`src/rtl/mem_port_arbiter_if.sv`:
```
// Bundle of requester, memory-port and status signals around mem_port_arbiter.
// slave = arbiter view, master = environment (requesters + memory model) view.
interface mem_port_arbiter_if #(
  parameter int ADDR_W = 32,
  parameter int DATA_W = 256
);
  // I-side requester
  logic              i_req_i;
  logic              i_write_i;
  logic [ADDR_W-1:0] i_addr_i;
  logic [DATA_W-1:0] i_data_i;
  logic [DATA_W-1:0] i_data_o;
  logic              i_ack_o;

  // D-side requester
  logic              d_req_i;
  logic              d_write_i;
  logic [ADDR_W-1:0] d_addr_i;
  logic [DATA_W-1:0] d_data_i;
  logic [DATA_W-1:0] d_data_o;
  logic              d_ack_o;

  // Shared memory port
  logic              mem_enable_o;
  logic              mem_write_o;
  logic [ADDR_W-1:0] mem_addr_o;
  logic [DATA_W-1:0] mem_data_o;
  logic [DATA_W-1:0] mem_data_i;
  logic              mem_ack_i;

  // Status
  logic [1:0]        grant_o;
  logic              err_o;

  modport slave (
    input  i_req_i, i_write_i, i_addr_i, i_data_i,
    input  d_req_i, d_write_i, d_addr_i, d_data_i,
    input  mem_data_i, mem_ack_i,
    output i_data_o, i_ack_o, d_data_o, d_ack_o,
    output mem_enable_o, mem_write_o, mem_addr_o, mem_data_o,
    output grant_o, err_o
  );

  modport master (
    output i_req_i, i_write_i, i_addr_i, i_data_i,
    output d_req_i, d_write_i, d_addr_i, d_data_i,
    output mem_data_i, mem_ack_i,
    input  i_data_o, i_ack_o, d_data_o, d_ack_o,
    input  mem_enable_o, mem_write_o, mem_addr_o, mem_data_o,
    input  grant_o, err_o
  );
endinterface

```
`src/rtl/mem_port_arbiter.sv`:
```
// Two-requester (I/D) arbiter for a single cache-line memory port with ack watchdog.
// Define MEM_ARB_RR_EN for round-robin tie-breaking; default is fixed D-side priority.
module mem_port_arbiter #(
  parameter int ADDR_W      = 32,
  parameter int DATA_W      = 256,
  parameter int TIMEOUT_CYC = 1024
) (
  input logic              clk_i,
  input logic              rst_i,
  mem_port_arbiter_if.slave bus
);

  // State codes double as the one-hot owner (bit0 = I, bit1 = D).
  typedef enum logic [1:0] {
    ST_IDLE   = 2'b00,
    ST_BUSY_I = 2'b01,
    ST_BUSY_D = 2'b10
  } state_t;

  state_t state_reg;
  state_t state_next;

  logic [1:0]             side_req;
  logic [1:0]             side_write;
  logic [1:0][ADDR_W-1:0] side_addr;
  logic [1:0][DATA_W-1:0] side_wdata;
  logic [1:0]             side_ack;
  logic [1:0][DATA_W-1:0] side_rdata;

  logic [1:0] win;
  logic       win_d;
  logic [1:0] owner_oh;
  logic       busy;
  logic       timeout_hit;
  logic       done;

  logic              mem_enable_reg;
  logic              mem_write_reg;
  logic [ADDR_W-1:0] mem_addr_reg;
  logic [DATA_W-1:0] mem_data_reg;
  logic [1:0]        grant_reg;
  logic              err_reg;

  assign side_req   = {bus.d_req_i,   bus.i_req_i};
  assign side_write = {bus.d_write_i, bus.i_write_i};
  assign side_addr  = {bus.d_addr_i,  bus.i_addr_i};
  assign side_wdata = {bus.d_data_i,  bus.i_data_i};

  // ---------------- arbitration ----------------
`ifdef MEM_ARB_RR_EN
  // 0 = I was granted last, 1 = D was granted last; the other side wins a tie.
  logic last_grant_reg;

  always_ff @(posedge clk_i or posedge rst_i) begin
    if (rst_i) begin
      last_grant_reg <= 1'b0;
    end else if (state_reg == ST_IDLE && |side_req) begin
      last_grant_reg <= win_d;
    end
  end
`endif

  always_comb begin
    win = side_req;
    if (&side_req) begin
`ifdef MEM_ARB_RR_EN
      win = last_grant_reg ? 2'b01 : 2'b10;
`else
      win = 2'b10;
`endif
    end
  end

  assign win_d = win[1];

  // ---------------- FSM: state register ----------------
  always_ff @(posedge clk_i or posedge rst_i) begin
    if (rst_i) begin
      state_reg <= ST_IDLE;
    end else begin
      state_reg <= state_next;
    end
  end

  // ---------------- FSM: next state ----------------
  always_comb begin
    state_next = state_reg;
    case (state_reg)
      ST_IDLE: begin
        if (|side_req) begin
          state_next = win_d ? ST_BUSY_D : ST_BUSY_I;
        end
      end
      ST_BUSY_I, ST_BUSY_D: begin
        if (done) begin
          state_next = ST_IDLE;
        end
      end
      default: state_next = ST_IDLE;
    endcase
  end

  // ---------------- FSM: outputs ----------------
  always_comb begin
    owner_oh = 2'b00;
    case (state_reg)
      ST_BUSY_I: owner_oh = 2'b01;
      ST_BUSY_D: owner_oh = 2'b10;
      default:   owner_oh = 2'b00;
    endcase
  end

  assign busy = |owner_oh;
  assign done = busy && (bus.mem_ack_i || timeout_hit);

  // Only the owner sees an ack; an abort returns zero data.
  generate
    for (genvar gi = 0; gi < 2; gi++) begin : g_side
      assign side_ack[gi]   = done && owner_oh[gi];
      assign side_rdata[gi] = (owner_oh[gi] && bus.mem_ack_i) ? bus.mem_data_i : '0;
    end
  endgenerate

  assign bus.i_ack_o  = side_ack[0];
  assign bus.d_ack_o  = side_ack[1];
  assign bus.i_data_o = side_rdata[0];
  assign bus.d_data_o = side_rdata[1];

  // ---------------- watchdog ----------------
  generate
    if (TIMEOUT_CYC > 0) begin : g_wdog
      localparam int CNT_W = (TIMEOUT_CYC > 1) ? $clog2(TIMEOUT_CYC) : 1;
      localparam logic [CNT_W-1:0] CNT_LAST = CNT_W'(TIMEOUT_CYC - 1);

      logic [CNT_W-1:0] cnt_reg;

      always_ff @(posedge clk_i or posedge rst_i) begin
        if (rst_i) begin
          cnt_reg <= '0;
        end else if (state_reg == ST_IDLE) begin
          cnt_reg <= '0;
        end else if (!done) begin
          cnt_reg <= cnt_reg + CNT_W'(1);
        end
      end

      // Ack in the same cycle takes precedence over the abort.
      assign timeout_hit = busy && !bus.mem_ack_i && (cnt_reg == CNT_LAST);
    end else begin : g_no_wdog
      assign timeout_hit = 1'b0;
    end
  endgenerate

  // ---------------- memory port and status registers ----------------
  always_ff @(posedge clk_i or posedge rst_i) begin
    if (rst_i) begin
      mem_enable_reg <= 1'b0;
      mem_write_reg  <= 1'b0;
      mem_addr_reg   <= '0;
      mem_data_reg   <= '0;
      grant_reg      <= 2'b00;
    end else if (state_reg == ST_IDLE && |side_req) begin
      mem_enable_reg <= 1'b1;
      mem_write_reg  <= side_write[win_d];
      mem_addr_reg   <= side_addr[win_d];
      mem_data_reg   <= side_wdata[win_d];
      grant_reg      <= win;
    end else if (done) begin
      mem_enable_reg <= 1'b0;
      grant_reg      <= 2'b00;
    end
  end

  always_ff @(posedge clk_i or posedge rst_i) begin
    if (rst_i) begin
      err_reg <= 1'b0;
    end else if (timeout_hit) begin
      err_reg <= 1'b1;
    end
  end

  assign bus.mem_enable_o = mem_enable_reg;
  assign bus.mem_write_o  = mem_write_reg;
  assign bus.mem_addr_o   = mem_addr_reg;
  assign bus.mem_data_o   = mem_data_reg;
  assign bus.grant_o      = grant_reg;
  assign bus.err_o        = err_reg;

endmodule

```
`src/flat_wrapper.sv`:
```
// flat-port wrapper written by rule: the top's interface ports become plain ports
module mem_port_arbiter_flat 
#(
  parameter int ADDR_W      = 32,
  parameter int DATA_W      = 256,
  parameter int TIMEOUT_CYC = 1024
)
  (clk_i, rst_i, bus_i_req_i, bus_i_write_i, bus_i_addr_i, bus_i_data_i, bus_d_req_i, bus_d_write_i, bus_d_addr_i, bus_d_data_i, bus_mem_data_i, bus_mem_ack_i, bus_i_data_o, bus_i_ack_o, bus_d_data_o, bus_d_ack_o, bus_mem_enable_o, bus_mem_write_o, bus_mem_addr_o, bus_mem_data_o, bus_grant_o, bus_err_o);
  mem_port_arbiter_if #(.ADDR_W(ADDR_W), .DATA_W(DATA_W)) bus_i ();
  input logic clk_i;
  input logic rst_i;
  input wire logic [$bits(bus_i.i_req_i)-1:0] bus_i_req_i;
  input wire logic [$bits(bus_i.i_write_i)-1:0] bus_i_write_i;
  input wire logic [$bits(bus_i.i_addr_i)-1:0] bus_i_addr_i;
  input wire logic [$bits(bus_i.i_data_i)-1:0] bus_i_data_i;
  input wire logic [$bits(bus_i.d_req_i)-1:0] bus_d_req_i;
  input wire logic [$bits(bus_i.d_write_i)-1:0] bus_d_write_i;
  input wire logic [$bits(bus_i.d_addr_i)-1:0] bus_d_addr_i;
  input wire logic [$bits(bus_i.d_data_i)-1:0] bus_d_data_i;
  input wire logic [$bits(bus_i.mem_data_i)-1:0] bus_mem_data_i;
  input wire logic [$bits(bus_i.mem_ack_i)-1:0] bus_mem_ack_i;
  output wire logic [$bits(bus_i.i_data_o)-1:0] bus_i_data_o;
  output wire logic [$bits(bus_i.i_ack_o)-1:0] bus_i_ack_o;
  output wire logic [$bits(bus_i.d_data_o)-1:0] bus_d_data_o;
  output wire logic [$bits(bus_i.d_ack_o)-1:0] bus_d_ack_o;
  output wire logic [$bits(bus_i.mem_enable_o)-1:0] bus_mem_enable_o;
  output wire logic [$bits(bus_i.mem_write_o)-1:0] bus_mem_write_o;
  output wire logic [$bits(bus_i.mem_addr_o)-1:0] bus_mem_addr_o;
  output wire logic [$bits(bus_i.mem_data_o)-1:0] bus_mem_data_o;
  output wire logic [$bits(bus_i.grant_o)-1:0] bus_grant_o;
  output wire logic [$bits(bus_i.err_o)-1:0] bus_err_o;
  assign bus_i.i_req_i = bus_i_req_i;
  assign bus_i.i_write_i = bus_i_write_i;
  assign bus_i.i_addr_i = bus_i_addr_i;
  assign bus_i.i_data_i = bus_i_data_i;
  assign bus_i.d_req_i = bus_d_req_i;
  assign bus_i.d_write_i = bus_d_write_i;
  assign bus_i.d_addr_i = bus_d_addr_i;
  assign bus_i.d_data_i = bus_d_data_i;
  assign bus_i.mem_data_i = bus_mem_data_i;
  assign bus_i.mem_ack_i = bus_mem_ack_i;
  assign bus_i_data_o = bus_i.i_data_o;
  assign bus_i_ack_o = bus_i.i_ack_o;
  assign bus_d_data_o = bus_i.d_data_o;
  assign bus_d_ack_o = bus_i.d_ack_o;
  assign bus_mem_enable_o = bus_i.mem_enable_o;
  assign bus_mem_write_o = bus_i.mem_write_o;
  assign bus_mem_addr_o = bus_i.mem_addr_o;
  assign bus_mem_data_o = bus_i.mem_data_o;
  assign bus_grant_o = bus_i.grant_o;
  assign bus_err_o = bus_i.err_o;
  mem_port_arbiter #(.ADDR_W(ADDR_W), .DATA_W(DATA_W), .TIMEOUT_CYC(TIMEOUT_CYC)) u_core (.clk_i(clk_i), .rst_i(rst_i), .bus(bus_i));
endmodule
```
`config.mk`:
```
export PLATFORM = sky130hd
export DESIGN_NAME = mem_port_arbiter_flat
export DESIGN_NICKNAME = d
export VERILOG_FILES = /design/src/rtl/mem_port_arbiter_if.sv /design/src/rtl/mem_port_arbiter.sv /design/src/flat_wrapper.sv
export SDC_FILE = /design/constraint.sdc
export NUM_CORES = 1
export LEC_CHECK = 0
export CAP_MARGIN = 5
export CORE_AREA = 5 5 629 631
export CTS_CLUSTER_SIZE = 12
export DETAILED_ROUTE_END_ITERATION = 10
export DIE_AREA = 0 0 634 636
export PLACE_DENSITY = 0.3
export SLEW_MARGIN = 20
export SYNTH_ARGS = -nofsm -noshare
export SYNTH_HDL_FRONTEND = slang
export SYNTH_SLANG_ARGS = --single-unit
```
`constraint.sdc`:
```
create_clock -name clk_i -period 15.4 [get_ports clk_i]
set_input_delay 3.08 -clock clk_i [delete_from_list [all_inputs] [get_ports clk_i]]
set_output_delay 3.08 -clock clk_i [all_outputs]
set_load 0.1 [all_outputs]
```
==> impl_summary.md <==
Power and ir drop
In this run the static leakage power is 16.9 nW. The ratio of total power to cell area is between 200 and 250 mW/mm^2. The peak supply drop is roughly 0.16 mV.

Setup path
The class of the most critical setup path is in -> out. The highest net fanout along the worst path is 246. The critical path's slowest cell is sky130_fd_sc_hd__clkdlybuf4s50_1. Counting cells, the worst reg-to-reg path comes to 8. The setup slack of the most critical reg-to-reg path is around 11 ns. Traced cell by cell, the critical path runs through buf_8, buf_4, buf_12, and3_1, clkdlybuf4s50_1.

Data on the critical path is required at its endpoint by about 12 ns. STA classifies the critical path endpoint as an output port. The number of buffers and inverters on the critical path is 4. The launch instance of the worst register-to-register path is u_core.state_reg[0]$_DFFE_PP0P_. The biggest cell delay along the critical path is approximately 1.2 ns. On the critical path the largest part of the delay comes from buffers and inverters. Data on the critical path arrives at its endpoint at ~6.7 ns. The worst register-to-register path ends at u_core.bus.mem_data_o[133]$_DFFE_PP0P_. The kind of start point of the critical path is an input port.

Logic synthesis
The library cell with the highest instance count after synthesis is sky130_fd_sc_hd__and3_1. The leading register cell type out of synthesis is sky130_fd_sc_hd__dfrtp_1. Of the total synthesized cell area, the portion taken by AND, OR, NAND and NOR gates is 0.254. The area share of the largest cell type after synthesis is 0.432. Of all flip-flops after synthesis, the portion carrying an async set or reset was 1.00.

The adder and majority gate portion of the synthesized area is 0.00283. Counting distinct cell types in the post-synthesis netlist gives approximately 40. In the synthesized netlist, the number of instances is ~2000.

Sorting the synthesized cells by area gives the leading types as sky130_fd_sc_hd__dfrtp_1, sky130_fd_sc_hd__and3_1, sky130_fd_sc_hd__mux2i_1. The xor/xnor share of the synthesized area is 0.000991. After synthesis, the share of cell area in mux cells is 0.166.

The portion of the post-synthesis area used by sequential elements is 0.432. The number of enable flip-flop cells after synthesis is 0. The area fraction in compound gates after synthesis came to 0.0897. The count of state elements after synthesis is between 300 and 400. After synthesis the cells add up to 0.0177 mm^2. The dominant cell type by area after synthesis is sky130_fd_sc_hd__dfrtp_1.

When the netlist entered floorplanning its net count stood at 2813. Counting instances in the post-synthesis netlist gives the leading cell types as sky130_fd_sc_hd__and3_1, sky130_fd_sc_hd__dfrtp_1, sky130_fd_sc_hd__nand2_1. A synthesized cell averages around 9 um^2. During synthesis, Yosys emitted a total of 0 warnings. The combinational family with the most area after synthesis is simple AND/OR/NAND/NOR gates.

Global routing
The wire length of the first global-routing pass is approximately 290 mm. The initial antenna violation count was around 170. Entering global routing, the biggest net connects 247 pins. The number of global-route vias before repair came to 22300. In the global route stage, overall resource usage came out at 0.113. The overall overflow remaining after global route is 0.

Timing
The slew at the pin closest to its max-slew limit is approximately 1.2 ns. Derived from the worst setup path, the maximum achievable clock frequency is a little over 0.1 GHz. The final max-slew violation count is 0. Setup total negative slack on the finished layout was measured at 0 ns. The worst slew margin relative to its limit is 0.199.

The worst-case hold slack is about 0.48 ns. The number of failing hold endpoints at the final stage is 0. The setup clock skew after layout is about 0.038 ns.

The period utilization is 0.632. Setup repair after global routing left no endpoint under its margin. The routed design could run at a clock period as short as 9.73 ns. The final setup violation count is 0.

Layout
Compared with the post-synthesis result, the final layout area differs by 134%. In the final design database the tool counted approximately 4300 nets. Of the cells placed in the final design, the portion with a size suffix greater than 1 is 0.0710. With fillers left out, the area of the finished cells amounts to 0.0413 mm^2. The register with the most flip-flops in the layout has 256 of them.

The final core utilization is 0.106. The final instance count without filler cells is 8768.

Placement
The count of buffers added on input and output ports is roughly 1600. After legalization and detailed placement, the total HPWL measured 213 mm. The post-placement cell area is approximately 0.04 mm^2. Including well taps, the total number of placed cells is around 8600.

The last weighted congestion value of the routability-driven placer is 0.946.

Clock network
The post-CTS resize count is 0. The post-CTS clock slew at the launch and capture registers of the worst setup and hold paths is 0.05 ns. The H-tree was split into 2 levels. The root buffer cell is sky130_fd_sc_hd__clkbuf_16. Counting along the longest clock path gives a buffer depth of 3.

Clock tree synthesis found a total of 305 sinks. For this design, the CTS-stage hold fixing added 0 buffers. Once the clock tree was built, the setup fixing pass inserted 0 buffers.

The total clock buffers created by CTS is between 40 and 50. The TritonCTS clock tree is built. The clock reaches the later pin of the worst-skew pair after between 0.6 and 0.7 ns.

Hold path
The capture endpoint of the worst hold path is u_core.bus.mem_data_o[130]$_DFFE_PP0P_. The depth of the worst hold-timing path is 2. The worst min-delay path class is reg -> reg. In this run the most critical hold path is launched from u_core.bus.mem_data_o[130]$_DFFE_PP0P_.

Floorplan
The core region is between 0.3 and 0.4 mm^2. The starting density of the core is 0.0455. Row generation in the floorplan step produced between 200 and 250 rows. between 1500 and 2000 I/O pins were placed.

The total die area is around 0.40 mm^2. The horizontal die dimension is roughly 630 um. In this run the vertical extent of the chip is 636 um.

Drt
The antenna violation net count after detailed routing is 0. The post-detailed-route DRC marker count is 0. The total number of vias is around 23000. The wire length per cell is approximately 27 um. In this run, the number of DRC markers left after iteration 0 of detailed routing was 1467.

The first TritonRoute pass finished after 5 iterations. The via density per instance is 2.58. The final layout contains routed wiring with a total length of 240 mm.

Run
The total of max-cap violations is 0.

Run status
The flow ran to the end, and the final reports show no timing, DRC or antenna violations.
[worst max-delay path by stage]
stage	from	endpoint	slack (ns)	cells after the start
2_1_floorplan	rst_i	u_core.bus.err_o$_DFFE_PP0P_	3.89	1
3_3_place_gp	bus_mem_ack_i	bus_i_data_o[45]	5.98	5
3_5_place_dp	bus_mem_ack_i	bus_i_data_o[45]	5.92	5
6_report	bus_mem_ack_i	bus_i_data_o[45]	5.67	5
4_1_cts	bus_mem_ack_i	bus_i_data_o[45]	5.92	5
5_1_grt	bus_mem_ack_i	bus_i_data_o[45]	5.60	5
[worst reg2reg max path, cell delays in order, from the launching register on]
cell and delay [ns]:
sky130_fd_sc_hd__dfrtp_1 0.39, sky130_fd_sc_hd__inv_1 0.12, sky130_fd_sc_hd__ha_1 0.49, sky130_fd_sc_hd__o21ai_4 0.14
sky130_fd_sc_hd__buf_4 0.37, sky130_fd_sc_hd__buf_4 0.72, sky130_fd_sc_hd__buf_4 0.89, sky130_fd_sc_hd__buf_4 0.94
sky130_fd_sc_hd__o21ai_0 0.31
[power by group]
group          internal, W  switching (W)  total (W)  leakage (nW)
registers          0.00119       0.000263    0.00145          3.75
logic              0.00127        0.00552    0.00679          12.4
clock network     0.000676       0.000468    0.00114         0.749
[kinds of logic (layout without fill, tap and decap cells)]
group / count (synthesis) / in the layout
fa+ha+maj: 4 / 4
other cells: 0 / 65
buf+inv: 220 / 1756
xor+xnor: 2 / 2
mux: 293 / 293
simple gates: 837 / 837
flops: 305 / 305
compound gates: 309 / 309
[per-layer routing]
metal	vias up	global-route usage	wire length (um)
met5	-	0	405
met4	60	0.0207	5820
met3	303	0.0440	24100
met2	1265	0.193	114000
met1	10900	0.133	95400
li1	10000	-	-
[through the flow]
stage	setup WS (ns)	power, W
2_1_floorplan	3.89	0.00604
3_3_place_gp	5.98	0.00839
3_5_place_dp	5.92	0.00838
4_1_cts	5.92	0.00960
5_1_grt	5.60	0.00977
6_report	5.67	0.00938
[cell type report]
class | instances | area (um^2)
diodes | 65 | 163
inverters | 7 | 33.8
repair buffers | 1671 | 16300
well taps | 5197 | 6500
clock buffers | 61 | 1270
flip-flops and latches | 305 | 7630
multi-input cells | 1445 | 9130
fillers | 45000 | 347000
clock inverters | 17 | 283
[cell usage in the layout, fill, tap and decap left out, types with 3 or more instances in the layout]
| cell | count |
|---|---|
| sky130_fd_sc_hd__nand2_1 | 298 |
| sky130_fd_sc_hd__clkinv_2 | 5 |
| sky130_fd_sc_hd__buf_4 | 122 |
| sky130_fd_sc_hd__nor2_1 | 8 |
| sky130_fd_sc_hd__mux2i_1 | 291 |
| sky130_fd_sc_hd__clkbuf_1 | 8 |
| sky130_fd_sc_hd__buf_2 | 36 |
| sky130_fd_sc_hd__clkinvlp_4 | 3 |
| sky130_fd_sc_hd__clkbuf_8 | 8 |
| sky130_fd_sc_hd__o21ai_0 | 272 |
| sky130_fd_sc_hd__bufinv_16 | 6 |
| sky130_fd_sc_hd__clkbuf_16 | 45 |
| sky130_fd_sc_hd__nand3_1 | 4 |
| sky130_fd_sc_hd__o21ai_1 | 20 |
| sky130_fd_sc_hd__diode_2 | 65 |
| sky130_fd_sc_hd__clkdlybuf4s50_1 | 1505 |
| sky130_fd_sc_hd__a21oi_1 | 4 |
| sky130_fd_sc_hd__inv_1 | 6 |
| sky130_fd_sc_hd__and3_1 | 512 |
| sky130_fd_sc_hd__and4_4 | 3 |
| sky130_fd_sc_hd__dfrtp_1 | 305 |
| sky130_fd_sc_hd__buf_12 | 6 |
(Power assumes the default switching activity.)
